===== src/rtl/fp16_mult_collector.sv =====
// fp16_mult_collector
//   Feeds operand pairs to an external, fixed-latency, non-stallable FP16
//   multiplier. It collects each product and its exception flags into a
//   result FIFO, and presents them downstream in issue order.
//
//   Because the multiplier cannot stall, an operand pair is only accepted
//   when the FIFO has room for it. The space is counted as buffered entries
//   plus products still in the multiplier pipeline.
//
// Parameters
//   DWIDTH   operand/result width
//   LATENCY  multiplier latency; an issue at edge T is captured at edge T+LATENCY
//   DEPTH    result FIFO entries; must be at least LATENCY+2 for full throughput
//
// Ports
//   clk, rst                 clock, synchronous active-low reset
//   in_valid/in_ready        operand handshake, in_a/in_b operands
//   mult_a/mult_b            operands to multiplier (zero when not issuing)
//   mult_result/mult_flags   multiplier product and exception flags
//   out_valid/out_ready      result handshake, out_result/out_flags FIFO head
//   sticky_clr/exc_sticky    sticky OR of captured flags and its clear
//   result_cnt               number of results popped (wrapping)
module fp16_mult_collector #(
    parameter int DWIDTH  = 16,
    parameter int LATENCY = 5,
    parameter int DEPTH   = 8
) (
    input  logic              clk,
    input  logic              rst,
    input  logic              in_valid,
    output logic              in_ready,
    input  logic [DWIDTH-1:0] in_a,
    input  logic [DWIDTH-1:0] in_b,
    output logic [DWIDTH-1:0] mult_a,
    output logic [DWIDTH-1:0] mult_b,
    input  logic [DWIDTH-1:0] mult_result,
    input  logic [4:0]        mult_flags,
    output logic              out_valid,
    input  logic              out_ready,
    output logic [DWIDTH-1:0] out_result,
    output logic [4:0]        out_flags,
    input  logic              sticky_clr,
    output logic [4:0]        exc_sticky,
    output logic [15:0]       result_cnt
);

    localparam int PW = (DEPTH > 1) ? $clog2(DEPTH) : 1;
    localparam int CW = $clog2(DEPTH + 1);
    localparam int SW = $clog2(DEPTH + LATENCY + 1);

    logic [LATENCY-1:0] r_vld_sr;
    logic [PW-1:0]      r_wptr;
    logic [PW-1:0]      r_rptr;
    logic [CW-1:0]      r_count;
    logic [DWIDTH-1:0]  r_mem_res [DEPTH];
    logic [4:0]         r_mem_flg [DEPTH];
    logic [4:0]         r_sticky;
    logic [15:0]        r_result_cnt;

    logic [SW-1:0]      w_inflight;
    logic [SW-1:0]      w_used;
    logic               w_issue;
    logic               w_capture;
    logic               w_pop;

    // Pointers wrap explicitly so DEPTH need not be a power of two.
    function automatic logic [PW-1:0] f_ptr_inc(input logic [PW-1:0] p);
        return (p == PW'(DEPTH - 1)) ? '0 : p + PW'(1);
    endfunction

    always_comb begin
        w_inflight = '0;
        for (int i = 0; i < LATENCY; i++) begin
            w_inflight = w_inflight + SW'(r_vld_sr[i]);
        end
    end

    // Credit uses the registered occupancy only, so a pop in this cycle
    // frees space no earlier than the next cycle.
    assign w_used     = SW'(r_count) + w_inflight;
    assign in_ready   = rst & (w_used < SW'(DEPTH));
    assign w_issue    = in_valid & in_ready;
    assign w_capture  = r_vld_sr[LATENCY-1];

    assign mult_a     = w_issue ? in_a : '0;
    assign mult_b     = w_issue ? in_b : '0;

    assign out_valid  = rst & (r_count != '0);
    assign w_pop      = out_valid & out_ready;
    assign out_result = r_mem_res[r_rptr];
    assign out_flags  = r_mem_flg[r_rptr];
    assign exc_sticky = r_sticky;
    assign result_cnt = r_result_cnt;

    always_ff @(posedge clk) begin
        if (!rst) begin
            r_vld_sr     <= '0;
            r_wptr       <= '0;
            r_rptr       <= '0;
            r_count      <= '0;
            r_sticky     <= '0;
            r_result_cnt <= '0;
        end else begin
            r_vld_sr <= (r_vld_sr << 1) | LATENCY'(w_issue);
            if (w_capture) begin
                r_wptr <= f_ptr_inc(r_wptr);
            end
            if (w_pop) begin
                r_rptr       <= f_ptr_inc(r_rptr);
                r_result_cnt <= r_result_cnt + 16'd1;
            end
            case ({w_capture, w_pop})
                2'b10:   r_count <= r_count + CW'(1);
                2'b01:   r_count <= r_count - CW'(1);
                default: r_count <= r_count;
            endcase
            // A clear coinciding with a capture keeps that capture's flags.
            if (sticky_clr) begin
                r_sticky <= w_capture ? mult_flags : 5'd0;
            end else if (w_capture) begin
                r_sticky <= r_sticky | mult_flags;
            end
        end
    end

    // Storage carries no reset; validity is tracked by the pointers/occupancy.
    always_ff @(posedge clk) begin
        if (rst && w_capture) begin
            r_mem_res[r_wptr] <= mult_result;
            r_mem_flg[r_wptr] <= mult_flags;
        end
    end

endmodule


===== config.mk =====
export PLATFORM = sky130hd
export DESIGN_NAME = fp16_mult_collector
export DESIGN_NICKNAME = d
export VERILOG_FILES = /design/src/rtl/fp16_mult_collector.sv
export SDC_FILE = /design/constraint.sdc
export NUM_CORES = 1
export LEC_CHECK = 0
export BUFFER_PORTS_ARGS = -buffer_cell sky130_fd_sc_hd__buf_4
export CAP_MARGIN = 30
export CELL_PAD_IN_SITES_DETAIL_PLACEMENT = 1
export CELL_PAD_IN_SITES_GLOBAL_PLACEMENT = 1
export CORE_MARGIN = 4
export CORE_UTILIZATION = 43
export DETAILED_ROUTE_END_ITERATION = 6
export PLACE_DENSITY_LB_ADDON = 0.1
export SYNTH_ARGS = -nofsm -noshare
export SYNTH_HDL_FRONTEND = slang
export SYNTH_SLANG_ARGS = --single-unit

===== constraint.sdc =====
create_clock -name clk -period 3 [get_ports clk]
set_input_delay 0.45 -clock clk [delete_from_list [all_inputs] [get_ports clk]]
set_output_delay 0.45 -clock clk [all_outputs]
set_load 0.05 [all_outputs]

==> results.toml <==
[sta]
relSlewSlack = 0.630
drv_slew = 0
final.setup_skew_ns = 0.00711
hold_violations = 0
setup_viol = 33
fin_ws_ns = -0.597
rsz0062_at_grt = "yes"
tightest_slew_ns = 0.553
fin_crit_sh = 1.20
fmax_ghz = 0.278
min_period_ns = 3.60
fin_tns_setup_ns = -19.08

[run]
drv_cap = 0

[setup_path]
crit_arrival_ns = 3.15
r2r_setup_slack_ns = 0.37
cp_max_fo = 8
path_class = "reg2out"
endpoint_kind = "primary output"
crit_slowest_cell = "fa_1"
cp-start-kind = "register"
cp_slowest_stage_delay_ns = 0.50
critical_path_required_ns = 2.55
crit_family = "adder cells"
cp_cell_sequence = "fa_1, fa_2, ha_4, a31o_4, a21oi_4, mux2i_4, buf_12, clkbuf_16, and2_4, buf_8"
cp_num_buf_inv = 3

[synth]
synthCells = 477
ys.warnings.count = 0
syn_area_um2 = 8280
synth_fp_nets = 549
ys_seq_elements = 207
synth_cell_types = 36
syn_avg_cell_area_um2 = 17.4
ys_seq_area_frac = 0.703

[die]
die_w_um = 147
die_y_um = 147
initial_core_util = 0.440
pin_count = 134
fp.dieArea_um2 = 21600
placementRows = 50
core_area_um2 = 18800

[pwr]
cell_internal_pwr_mw = 5.00
switchingPower_mw = 1.26
p_clk_frac = 0.450
ir_worst_vdd_uv = 296
power_frac_comb = 0.053
swShare = 0.201
p_seq_frac = 0.497
power_density_nw_per_um2 = 570
p_leak_nw = 3.89

[cells_and_area]
instances_no_fill = 912
diodes = 0
nNetsFinal = 708
layout-drive-gt1-share = 0.468
syn2layout_area_growth_pct = 32.4
design_area_um2 = 11000

[clock_network]
cts-root-buf = "clkbuf_16"
hold_buffers = 0
cts_tree = "built"
clk_path_buf_depth = 3
numCtsBuffers = 22
clk_pin_slew_ns = 0.06
cts-htree-levels = 1
clock_latency_ns = 0.49
numClockSinks = 207

[detailed_routing]
drtPass1Iterations = 4
drtIter0Drc = 186
viasPerCell = 5.23
wl_per_cell_um = 20.8
dr_total_vias = 4773
drt-total-wl_um = 19000
ant_nets = 0
drc_errors = 0

[global_route]
grt_pass1_vias = 5440
antenna_found_initial = 0
grt_pass1_wl_um = 30200
grtUsageTotal = 0.176
overflow = 0
grt_start_max_net_pins = 43

[status]
violations = "negative setup slack"
status = "complete, but fails checks"

[placed_design]
dp.cells = 866
port_buffers = 133
dpl_worst_slack_ns = -0.148
dpl_cell_area_um2 = 9830
dpl.hpwl_um = 11800
place_congestion = 0.762

[min_path]
worst_hold_path_type = "in2reg"
## cells by family after synthesis
group,share of synthesized area
DFF,0.703
and+or+nand+nor,0.0763
xor gates and xnor gates,0.0106
muxes,0.150
buffers and inverters,0.0153
AOI/OAI and AO/OA,0.0208
adders and majority gates,0.0239
## power by group through the flow
stage	clock (mW)	sequential [mW]	combinational, mW
after floorplan	0	3.17	0.147
after global placement	0	3.17	0.277
after detailed placement	0	3.17	0.286
after CTS	2.87	3.11	0.318
after global routing	3.02	3.10	0.353
final	2.82	3.11	0.331
## cell usage after synthesis
cell type | count | share of area
xor2_1 | 5 | 0.0053
nand2b_1 | 2 | 0.0015
o41a_1 | 1 | 0.0014
nor4_1 | 1 | 0.00076
nor3_1 | 6 | 0.0036
or3_1 | 8 | 0.0060
nor2_1 | 27 | 0.012
dfxtp_1 | 39 | 0.094
nand4_1 | 5 | 0.0038
o31ai_1 | 1 | 0.00091
nor3b_1 | 1 | 0.00091
and3_1 | 1 | 0.00076
clkbuf_1 | 16 | 0.0072
nand4_2 | 1 | 0.0015
fa_1 | 3 | 0.0072
mux2_2 | 21 | 0.029
xnor2_1 | 5 | 0.0053
or4b_1 | 1 | 0.0012
buf_4 | 1 | 0.00091
clkinv_1 | 1 | 0.00045
mux2i_1 | 6 | 0.0072
and4_1 | 3 | 0.0032
a21oi_1 | 12 | 0.0072
buf_2 | 5 | 0.0030
o21ai_0 | 8 | 0.0048
a31o_2 | 1 | 0.0011
a21o_1 | 1 | 0.00091
a22oi_1 | 5 | 0.0045
nand3_1 | 10 | 0.0060
mux4_2 | 42 | 0.11
ha_1 | 11 | 0.017
and2_1 | 37 | 0.028
nand3b_1 | 1 | 0.00091
nand2_1 | 13 | 0.0059
inv_1 | 8 | 0.0036
edfxtp_1 | 168 | 0.61
## worst paths after layout
path	startpoint	end	cells after the start
max	r_vld_sr[3]	mult_a[2]	10
min	mult_result[10]	r_mem_res[0][10]	1
max reg2reg	r_count[0]	r_count[3]	9
min reg2reg	r_vld_sr[0]	r_vld_sr[1]	1
## registers in the layout, indices dropped and copies added, names as in the netlist, named ones only
register	count
exc_sticky	5
r_count	4
r_mem_flg	40
r_mem_res	128
r_rptr	3
r_vld_sr	5
r_wptr	3
result_cnt	16
## cells in the final DEF, fill, tap and decap left out, types with 3 or more instances in the layout
master / n
xnor2_1: 5
and2_1: 5
a22oi_1: 5
a21oi_1: 11
nor2_2: 4
nand3_1: 10
buf_6: 4
nand4_1: 5
mux2i_1: 4
and2_4: 30
clkinv_1: 4
mux4_2: 42
clkinv_2: 6
buf_8: 30
nor2_1: 23
nand2_1: 13
and4_1: 3
edfxtp_1: 168
dfxtp_1: 36
clkbuf_16: 25
buf_4: 115
xor2_1: 5
nor3_2: 4
buf_12: 6
ha_1: 10
o21ai_0: 8
or3_1: 8
bufinv_16: 4
mux2_2: 21
dfxtp_2: 3
inv_1: 8
## worst reg2reg max path, stage by stage, from the launching register on
cell,delay [ns]
dfxtp_1,0.39
o41a_1,0.45
nand2_1,0.17
inv_1,0.16
ha_1,0.28
ha_1,0.29
a21o_1,0.18
a21oi_1,0.18
mux2i_1,0.27
mux2i_1,0.20
## metal layers
layer  vias up  wire length [um]  GRT usage  share of wire
li1       2168                 -          -              -
met1      2470              7480      0.215           0.39
met2       117             10300      0.325           0.54
met3        18               990     0.0395          0.052
met4         0               176     0.0259         0.0093
met5         -                 0          0              0
## per-stage QoR
| stage | utilization | power, mW | hold slack, ns |
|---|---|---|---|
| 6_report | 0.582 | 6.26 | 0.193 |
| 5_1_grt | 0.582 | 6.48 | 0.175 |
| 4_1_cts | 0.576 | 6.30 | 0.174 |
| 3_5_place_dp | 0.522 | 3.45 | 0.470 |
| 3_3_place_gp | 0.522 | 3.44 | 0.456 |
| 2_1_floorplan | - | 3.32 | 0.436 |
## layout make-up
| type | count | area, um^2 |
|---|---|---|
| Clock buffer | 25 | 583 |
| Clock inverter | 15 | 175 |
| Fill cell | 1724 | 7860 |
| Inverter | 9 | 33.8 |
| Multi-Input combinational cell | 239 | 2490 |
| Sequential cell | 207 | 5830 |
| Tap cell | 260 | 325 |
| Timing Repair Buffer | 157 | 1530 |
## repair_timing
| item | 4_1_cts | 5_1_grt |
|---|---|---|
| endpoints found under the setup margin | 33 | 33 |
| pin swaps | 0 | 10 |
| buffers inserted | 1 | 2 |
| gates resized for setup | 64 | 6 |
| gates cloned | 0 | 3 |
Power figures use the tool's default switching activity.
